`config.mk`:
```
export PLATFORM = sky130hd
export DESIGN_NAME = mem_buffer_queue_flat
export DESIGN_NICKNAME = d
export VERILOG_FILES = /design/src/rtl/mem_buffer_pkg.sv /design/src/rtl/mem_buffer_queue_if.sv /design/src/rtl/mem_buffer_ram.sv /design/src/rtl/mem_buffer_queue.sv /design/src/flat_wrapper.sv
export SDC_FILE = /design/constraint.sdc
export NUM_CORES = 1
export LEC_CHECK = 0
export CAP_MARGIN = 20
export CORE_MARGIN = 8
export CORE_UTILIZATION = 53
export DETAILED_ROUTE_END_ITERATION = 6
export PLACE_DENSITY = 0.8
export SYNTH_ARGS = -nofsm -noshare
export SYNTH_HDL_FRONTEND = slang
export SYNTH_HIERARCHICAL = 1
export SYNTH_SLANG_ARGS = --single-unit
```
`constraint.sdc`:
```
create_clock -name clk -period 4.8 [get_ports clk]
set_input_delay 0.72 -clock clk [delete_from_list [all_inputs] [get_ports clk]]
set_output_delay 0.72 -clock clk [all_outputs]
set_load 0.05 [all_outputs]
```
`src/rtl/mem_buffer_pkg.sv`:
```
// Shared width helpers, parameter legality check and the per-edge operation
// encoding used by the mem_buffer_queue block.
package mem_buffer_pkg;

   // Pointer width indexes DEPTH entries; count needs one more bit to hold DEPTH itself.
   function automatic int ptr_w(input int depth);
      return $clog2(depth);
   endfunction

   function automatic int cnt_w(input int depth);
      return $clog2(depth) + 1;
   endfunction

   function automatic bit params_ok(input int depth, input int almost_full);
      return (depth >= 2) && ((depth & (depth - 1)) == 0) &&
             (almost_full >= 1) && (almost_full <= depth);
   endfunction

   typedef enum logic [1:0] {
      OP_NONE = 2'b00,
      OP_POP  = 2'b01,
      OP_PUSH = 2'b10,
      OP_BOTH = 2'b11
   } q_op_e;

endpackage

```
`src/rtl/mem_buffer_queue_if.sv`:
```
// Consumer-facing bundle of the memory buffer queue: push/pop requests,
// flush, the registered read port and the occupancy/error status.
interface mem_buffer_queue_if
   import mem_buffer_pkg::*;
#(
   parameter int DATA_WIDTH = 32,
   parameter int DEPTH      = 4
);
   logic                      flush;
   logic                      wr_en;
   logic [DATA_WIDTH-1:0]     data_in;
   logic                      rd_en;
   logic [DATA_WIDTH-1:0]     data_out;
   logic                      rd_valid;
   logic [cnt_w(DEPTH)-1:0]   count;
   logic                      full;
   logic                      empty;
   logic                      almost_full;
   logic                      overflow;
   logic                      underflow;

   modport master (
      output flush, wr_en, data_in, rd_en,
      input  data_out, rd_valid, count, full, empty, almost_full, overflow, underflow
   );

   modport slave (
      input  flush, wr_en, data_in, rd_en,
      output data_out, rd_valid, count, full, empty, almost_full, overflow, underflow
   );
endinterface

```
`src/rtl/mem_buffer_ram.sv`:
```
// DEPTH x DATA_WIDTH storage: one synchronous write port, one asynchronous
// read port, contents never reset.
module mem_buffer_ram
   import mem_buffer_pkg::*;
#(
   parameter int DATA_WIDTH = 32,
   parameter int DEPTH      = 4
) (
   input  logic                      clk,
   input  logic                      we_i,
   input  logic [ptr_w(DEPTH)-1:0]   waddr_i,
   input  logic [DATA_WIDTH-1:0]     wdata_i,
   input  logic [ptr_w(DEPTH)-1:0]   raddr_i,
   output logic [DATA_WIDTH-1:0]     rdata_o
);
   logic [DATA_WIDTH-1:0] mem_q [DEPTH];

   // NOTE: storage has no reset so it maps onto RAM/LUTRAM; the occupancy
   // count in the top guarantees stale words are never observed.
   // NOTE: sequential state uses non-blocking assignments so every register
   // samples pre-edge values regardless of process evaluation order.
   always_ff @(posedge clk) begin
      if (we_i) begin
         mem_q[waddr_i] <= wdata_i;
      end
   end

   assign rdata_o = mem_q[raddr_i];
endmodule

```
`src/rtl/mem_buffer_queue.sv`:
```
// In-order DEPTH-entry buffer between the memory stage and its consumer, with
// occupancy flags, flush, sticky push/pop error flags and a registered read port.
module mem_buffer_queue
   import mem_buffer_pkg::*;
#(
   parameter int DATA_WIDTH  = 32,
   parameter int DEPTH       = 4,
   parameter int ALMOST_FULL = DEPTH - 1
) (
   input  logic               clk,
   input  logic               sync_rst,
   input  logic               clk_en,
   mem_buffer_queue_if.slave  bus
);
   localparam int PTR_W = ptr_w(DEPTH);
   localparam int CNT_W = cnt_w(DEPTH);

   if (!params_ok(DEPTH, ALMOST_FULL)) begin : g_bad_params
      $error("mem_buffer_queue: DEPTH must be a power of two >= 2 and 1 <= ALMOST_FULL <= DEPTH");
   end

   logic [PTR_W-1:0]      wr_ptr_q, wr_ptr_d;
   logic [PTR_W-1:0]      rd_ptr_q, rd_ptr_d;
   logic [CNT_W-1:0]      count_q, count_d;
   logic [DATA_WIDTH-1:0] data_out_q, data_out_d;
   logic                  rd_valid_q, rd_valid_d;
   logic                  overflow_q, overflow_d;
   logic                  underflow_q, underflow_d;

   logic                  full, empty;
   logic                  push_ok, pop_ok;
   logic [DATA_WIDTH-1:0] ram_rdata;
   q_op_e                 op;

   assign full  = (count_q == CNT_W'(DEPTH));
   assign empty = (count_q == '0);

   // Flush swallows both requests; a full queue still accepts a push when a pop frees a slot.
   assign pop_ok  = !bus.flush && bus.rd_en && !empty;
   assign push_ok = !bus.flush && bus.wr_en && (!full || pop_ok);
   assign op      = q_op_e'({push_ok, pop_ok});

   mem_buffer_ram #(
      .DATA_WIDTH (DATA_WIDTH),
      .DEPTH      (DEPTH)
   ) u_ram (
      .clk     (clk),
      .we_i    (clk_en && push_ok),
      .waddr_i (wr_ptr_q),
      .wdata_i (bus.data_in),
      .raddr_i (rd_ptr_q),
      .rdata_o (ram_rdata)
   );

   // NOTE: every signal written here gets a default first, so no path
   // leaves one unassigned and no latch is inferred.
   always_comb begin
      wr_ptr_d    = wr_ptr_q;
      rd_ptr_d    = rd_ptr_q;
      count_d     = count_q;
      data_out_d  = data_out_q;
      rd_valid_d  = pop_ok;
      overflow_d  = overflow_q | (!bus.flush && bus.wr_en && !push_ok);
      underflow_d = underflow_q | (!bus.flush && bus.rd_en && !pop_ok);

      if (push_ok) begin
         wr_ptr_d = wr_ptr_q + PTR_W'(1);
      end
      if (pop_ok) begin
         rd_ptr_d   = rd_ptr_q + PTR_W'(1);
         data_out_d = ram_rdata;
      end

      unique case (op)
         OP_PUSH: count_d = count_q + CNT_W'(1);
         OP_POP:  count_d = count_q - CNT_W'(1);
         default: count_d = count_q;
      endcase

      if (bus.flush) begin
         wr_ptr_d = '0;
         rd_ptr_d = '0;
         count_d  = '0;
      end
   end

   always_ff @(posedge clk) begin
      if (sync_rst) begin
         wr_ptr_q    <= '0;
         rd_ptr_q    <= '0;
         count_q     <= '0;
         data_out_q  <= '0;
         rd_valid_q  <= 1'b0;
         overflow_q  <= 1'b0;
         underflow_q <= 1'b0;
      end else if (clk_en) begin
         wr_ptr_q    <= wr_ptr_d;
         rd_ptr_q    <= rd_ptr_d;
         count_q     <= count_d;
         data_out_q  <= data_out_d;
         rd_valid_q  <= rd_valid_d;
         overflow_q  <= overflow_d;
         underflow_q <= underflow_d;
      end
   end

   assign bus.data_out    = data_out_q;
   assign bus.rd_valid    = rd_valid_q;
   assign bus.count       = count_q;
   assign bus.full        = full;
   assign bus.empty       = empty;
   assign bus.almost_full = (count_q >= CNT_W'(ALMOST_FULL));
   assign bus.overflow    = overflow_q;
   assign bus.underflow   = underflow_q;
endmodule

```
`src/flat_wrapper.sv`:
```
// flat-port wrapper written by rule: the top's interface ports become plain ports
module mem_buffer_queue_flat import mem_buffer_pkg::*;
#(
   parameter int DATA_WIDTH  = 32,
   parameter int DEPTH       = 4,
   parameter int ALMOST_FULL = DEPTH - 1
)
  (clk, sync_rst, clk_en, bus_flush, bus_wr_en, bus_data_in, bus_rd_en, bus_data_out, bus_rd_valid, bus_count, bus_full, bus_empty, bus_almost_full, bus_overflow, bus_underflow);
  mem_buffer_queue_if #(.DATA_WIDTH(DATA_WIDTH), .DEPTH(DEPTH)) bus_i ();
  input  logic clk;
  input  logic sync_rst;
  input  logic clk_en;
  input wire logic [$bits(bus_i.flush)-1:0] bus_flush;
  input wire logic [$bits(bus_i.wr_en)-1:0] bus_wr_en;
  input wire logic [$bits(bus_i.data_in)-1:0] bus_data_in;
  input wire logic [$bits(bus_i.rd_en)-1:0] bus_rd_en;
  output wire logic [$bits(bus_i.data_out)-1:0] bus_data_out;
  output wire logic [$bits(bus_i.rd_valid)-1:0] bus_rd_valid;
  output wire logic [$bits(bus_i.count)-1:0] bus_count;
  output wire logic [$bits(bus_i.full)-1:0] bus_full;
  output wire logic [$bits(bus_i.empty)-1:0] bus_empty;
  output wire logic [$bits(bus_i.almost_full)-1:0] bus_almost_full;
  output wire logic [$bits(bus_i.overflow)-1:0] bus_overflow;
  output wire logic [$bits(bus_i.underflow)-1:0] bus_underflow;
  assign bus_i.flush = bus_flush;
  assign bus_i.wr_en = bus_wr_en;
  assign bus_i.data_in = bus_data_in;
  assign bus_i.rd_en = bus_rd_en;
  assign bus_data_out = bus_i.data_out;
  assign bus_rd_valid = bus_i.rd_valid;
  assign bus_count = bus_i.count;
  assign bus_full = bus_i.full;
  assign bus_empty = bus_i.empty;
  assign bus_almost_full = bus_i.almost_full;
  assign bus_overflow = bus_i.overflow;
  assign bus_underflow = bus_i.underflow;
  mem_buffer_queue #(.DATA_WIDTH(DATA_WIDTH), .DEPTH(DEPTH), .ALMOST_FULL(ALMOST_FULL)) u_core (.clk(clk), .sync_rst(sync_rst), .clk_en(clk_en), .bus(bus_i));
endmodule
```
==> impl_summary.log <==
INFO  metric drc = 0
INFO  metric netlist_area = 6420 sq um
INFO  metric critPathBufInv = 1
INFO  metric period_share = 67.0%
INFO  metric post_synth_num_cell_types = between 40 and 50
INFO  metric yosysTopAreaCellShare = between 50% and 60%
INFO  metric min_from = u_core/bus.data_out[2]
INFO  metric setup_viol_count_final = 0
INFO  metric critical_path.endpoint_type = flop
INFO  metric ctsLongestPathBuffers = 2
INFO  metric cts_tree = yes
INFO  metric critPathLaunchType = input port
INFO  metric io_buffer_count = 78
INFO  metric count_of_instances_resized_after_the_clock_tree_is_built = 0
INFO  metric die_outline_width = 126 microns
INFO  metric route.vias.total = around 3500
INFO  metric cts_inserted_buffers = 17
INFO  metric fmax = 311 MHz
INFO  metric die_y = 126 microns
INFO  metric drt_first_pass_iters = 7
INFO  metric placed_cells_incl_taps = 592
INFO  metric final-seq-area = 4690 sq um
INFO  metric dr.first_iter.drc_count = between 200 and 300
INFO  metric critical_path.slowest_cell = and3b_2
INFO  metric setup_ws = 1.58 ns
INFO  metric post-synth-top-area-cell = edfxtp_1
INFO  metric synth.avg_cell_area = 16.5 sq um
INFO  metric grt_util_met3 = 4.51%
INFO  metric grt_antenna_before_repair = 0
INFO  metric largest_clock_skew_in_the_final_design = about 0.0084 ns
INFO  metric clkSlewWorstSetupHoldPaths = 0.06 ns
INFO  metric layout.nets = 503
INFO  metric multi_input_comb_area = 1590 sq um
INFO  metric timing_max_transition_violations_final = 0
INFO  metric antenna_violating_nets_post_route = 0
INFO  metric asr_flop_ratio_synth = 0%
INFO  metric peakVddDrop = ~0.22 mV
INFO  metric grt_met1_use = 19.5%
INFO  metric grt_setup_unrepaired = false
INFO  metric critPathRequiredTime = between 4 and 5 ns
INFO  metric worstHoldPathCells = 2
INFO  metric worst_skew_pair.late_latency = 0.41 ns
INFO  metric grt-ovfl-total = 0
INFO  metric cap_viol_max_count = 0
INFO  metric globalRoute.busiestLayer = met2
INFO  metric power_density = 378 nW/um^2
INFO  metric relative_slew_margins = 38.1%
INFO  metric timing.rr.start = u_core/bus.count[1]
INFO  metric via_per_inst = 5.69
INFO  metric placed_area = 7260 sq um
INFO  metric synthesis_warning_total = 6
INFO  metric timing.final.crit_period = 3.22 ns
INFO  metric worst-r2r-setup-slack = 2.14 ns
INFO  metric gr-usage-met2 = 29.6%
INFO  metric worstRegToRegCells = 4
INFO  metric synth_enable_flop_cells = approximately 130
INFO  metric worst_hold_slack = 0.452 ns
INFO  metric synth_instances = 388
INFO  metric cells_along_the_critical_path = clkdlybuf4s50_1, or2b_1, a21boi_0, and2_1, and3b_2
INFO  metric synth_seq_area_share = between 70 and 80%
INFO  metric routabilityCongestion = 0.743
INFO  metric post-route-util = 65.5%
INFO  metric routed_wire_length_per_instance = 20.8 microns
INFO  metric ys_dominant_reg_cell = edfxtp_1
INFO  metric placement.setup.worst_slack = about 1.2 ns
INFO  metric status = finished clean
INFO  metric total_routing_resource_utilization_after_global_routing = 17.0%
INFO  metric setup.worst_path.class = in -> reg
INFO  metric worst-slew-pin-transition = 0.928 ns
INFO  metric post_cts_buffers = 0
INFO  metric critical_path.top_delay_family = simple AND/OR/NAND/NOR gates
INFO  metric worst-endpoint-arrival = ~3.3 ns
INFO  metric diodes = 0
INFO  metric postSynthRegisterBits = 170
INFO  metric holdCritPathClass = reg -> reg
INFO  metric quantity_of_hold_fixing_buffers_added_after_cts = 0
INFO  metric wire_length_of_the_first_global_routing_pass = 20.6 mm
INFO  metric cp_max_fo = 32
INFO  metric synthesis.nets = 427
INFO  metric clock_sinks = 170
INFO  metric postRouteWirelength = between 10 and 15 mm
INFO  metric worstReg2RegEnd = u_core/u_ram/mem_q[2][25]
INFO  metric timing_hold_violations_final = 0
INFO  metric floorplan.initialDensity = 53.9%
INFO  metric final-instance-count-excl-fill = between 600 and 700
INFO  metric yosys-top-cells-area = edfxtp_1 (60%), dfxtp_1 (13%), mux4_2 (11%), nand2_1 (4.0%), a21oi_1 (2.8%)
INFO  metric layout-area-overhead-vs-synth = 21.4%
INFO  metric place.detailed.hpwl = 7.35 mm
INFO  metric dieArea = 15900 sq um
INFO  metric largest_net_degree_at_the_start_of_global_routing = between 40 and 50
INFO  metric drive_gt1_share = 15.7%
INFO  metric nFillCells = 824
INFO  metric totalPowerFinal = 2.95 mW
INFO  metric cpPeakStageDelay = 0.78 ns
INFO  metric static-leakage-power = around 2.5 nW
INFO  metric rows = 40
INFO  metric core_area = 11900 sq um
INFO  metric final_instance_area = 7800 sq um
INFO  metric min_delay_worst_endpoint = u_core/bus.data_out[2]
INFO  metric clk_root_buffer_cell = clkbuf_16
INFO  metric setup_tns = 0 ns
INFO  metric maximum_level_of_the_cts_h_tree = 4
INFO  metric grt_pass1_vias = approximately 3800
INFO  metric floorplan.io_pins = a little under 80
-- cell type report --
type	instances	area share, %
Tap cell	147	2.36
Sequential cell	170	60.1
Inverter	1	0.0481
Multi-Input combinational cell	193	20.4
Clock buffer	25	6.37
Timing Repair Buffer	81	10.2
Clock inverter	7	0.481
-- synth_stat cells (2+ instances only) --
cell type / n
buf_12: 3
mux2i_1: 2
buf_2: 5
nand3b_1: 4
dfxtp_1: 42
mux4_2: 30
nor3_1: 2
a21o_1: 2
a31oi_1: 3
nor2_1: 5
clkbuf_1: 14
and3b_1: 2
nand3_1: 2
o21ai_0: 2
and2_1: 2
edfxtp_1: 128
mux4_1: 2
nand2_1: 68
nor3b_1: 5
a21oi_1: 36
nand2b_1: 4
-- tightest hold or removal path: cells and delay by family (launching register included) --
kind | cells | cell delay, ns
compound gates | 1 | 0.05
flops | 1 | 0.31
simple gates | 1 | 0.05
-- cells in the final DEF, fill, tap and decap left out, types with 2 or more instances in the layout --
master / instances
inv_4: 2
nand2b_1: 4
clkinv_2: 5
nor3b_1: 4
edfxtp_1: 128
clkbuf_8: 2
nor2_1: 5
dfxtp_1: 40
nand3b_1: 4
mux4_1: 2
clkdlybuf4s50_1: 77
buf_4: 3
nor3_1: 2
and3b_2: 2
nand2_1: 68
a21oi_1: 36
clkbuf_1: 5
o21ai_0: 2
dfxtp_2: 2
mux4_2: 30
a31oi_1: 3
clkbuf_16: 18
mux2i_1: 2
a21o_1: 2
nand3_1: 2
-- where the power goes --
group          internal, mW  total [mW]  switching, mW
logic                0.0537       0.118         0.0645
clock network         0.716        1.23          0.515
registers              1.59        1.60        0.00697
total                  2.36        2.95          0.587
-- sequential cells by signal (all words and copies together), names as in the netlist --
name,count
u_core/wr_ptr_q,2
u_core/u_ram/mem_q,128
u_core/bus.overflow,1
u_core/bus.rd_valid,1
u_core/bus.count,3
u_core/rd_ptr_q,2
u_core/bus.underflow,1
u_core/bus.data_out,32
-- worst max path at each step --
stage,startpoint,to,slack [ns],cells after the start
detailed placement,bus_flush,u_core/u_ram/mem_q[2][18],1.19,5
finish,bus_flush,u_core/u_ram/mem_q[2][25],1.58,5
CTS,bus_flush,u_core/u_ram/mem_q[3][27],1.60,5
global route,bus_flush,u_core/u_ram/mem_q[2][29],1.41,5
global placement,bus_flush,u_core/u_ram/mem_q[3][18],1.37,5
floorplan,u_core/bus.count[0],u_core/u_ram/mem_q[0][0],0.10,5
-- layer usage --
layer	vias to the layer above	wire length, microns
met1	1787	5060
met4	0	120
met3	8	822
li1	1637	-
met2	117	6960
met5	-	0
-- cells by family after synthesis --
| family | Yosys count | share of synthesized area [%] |
|---|---|---|
| AO/OA/AOI/OAI | 53 | 4.89 |
| XOR/XNOR | 1 | 0.136 |
| adder cells (fa/ha/maj) | 1 | 0.195 |
| buffers and inverters | 25 | 2.44 |
| flip-flops | 170 | 73.0 |
| multiplexers | 34 | 11.7 |
| AND/OR/NAND/NOR | 104 | 7.74 |
Power figures use the tool's default switching activity.
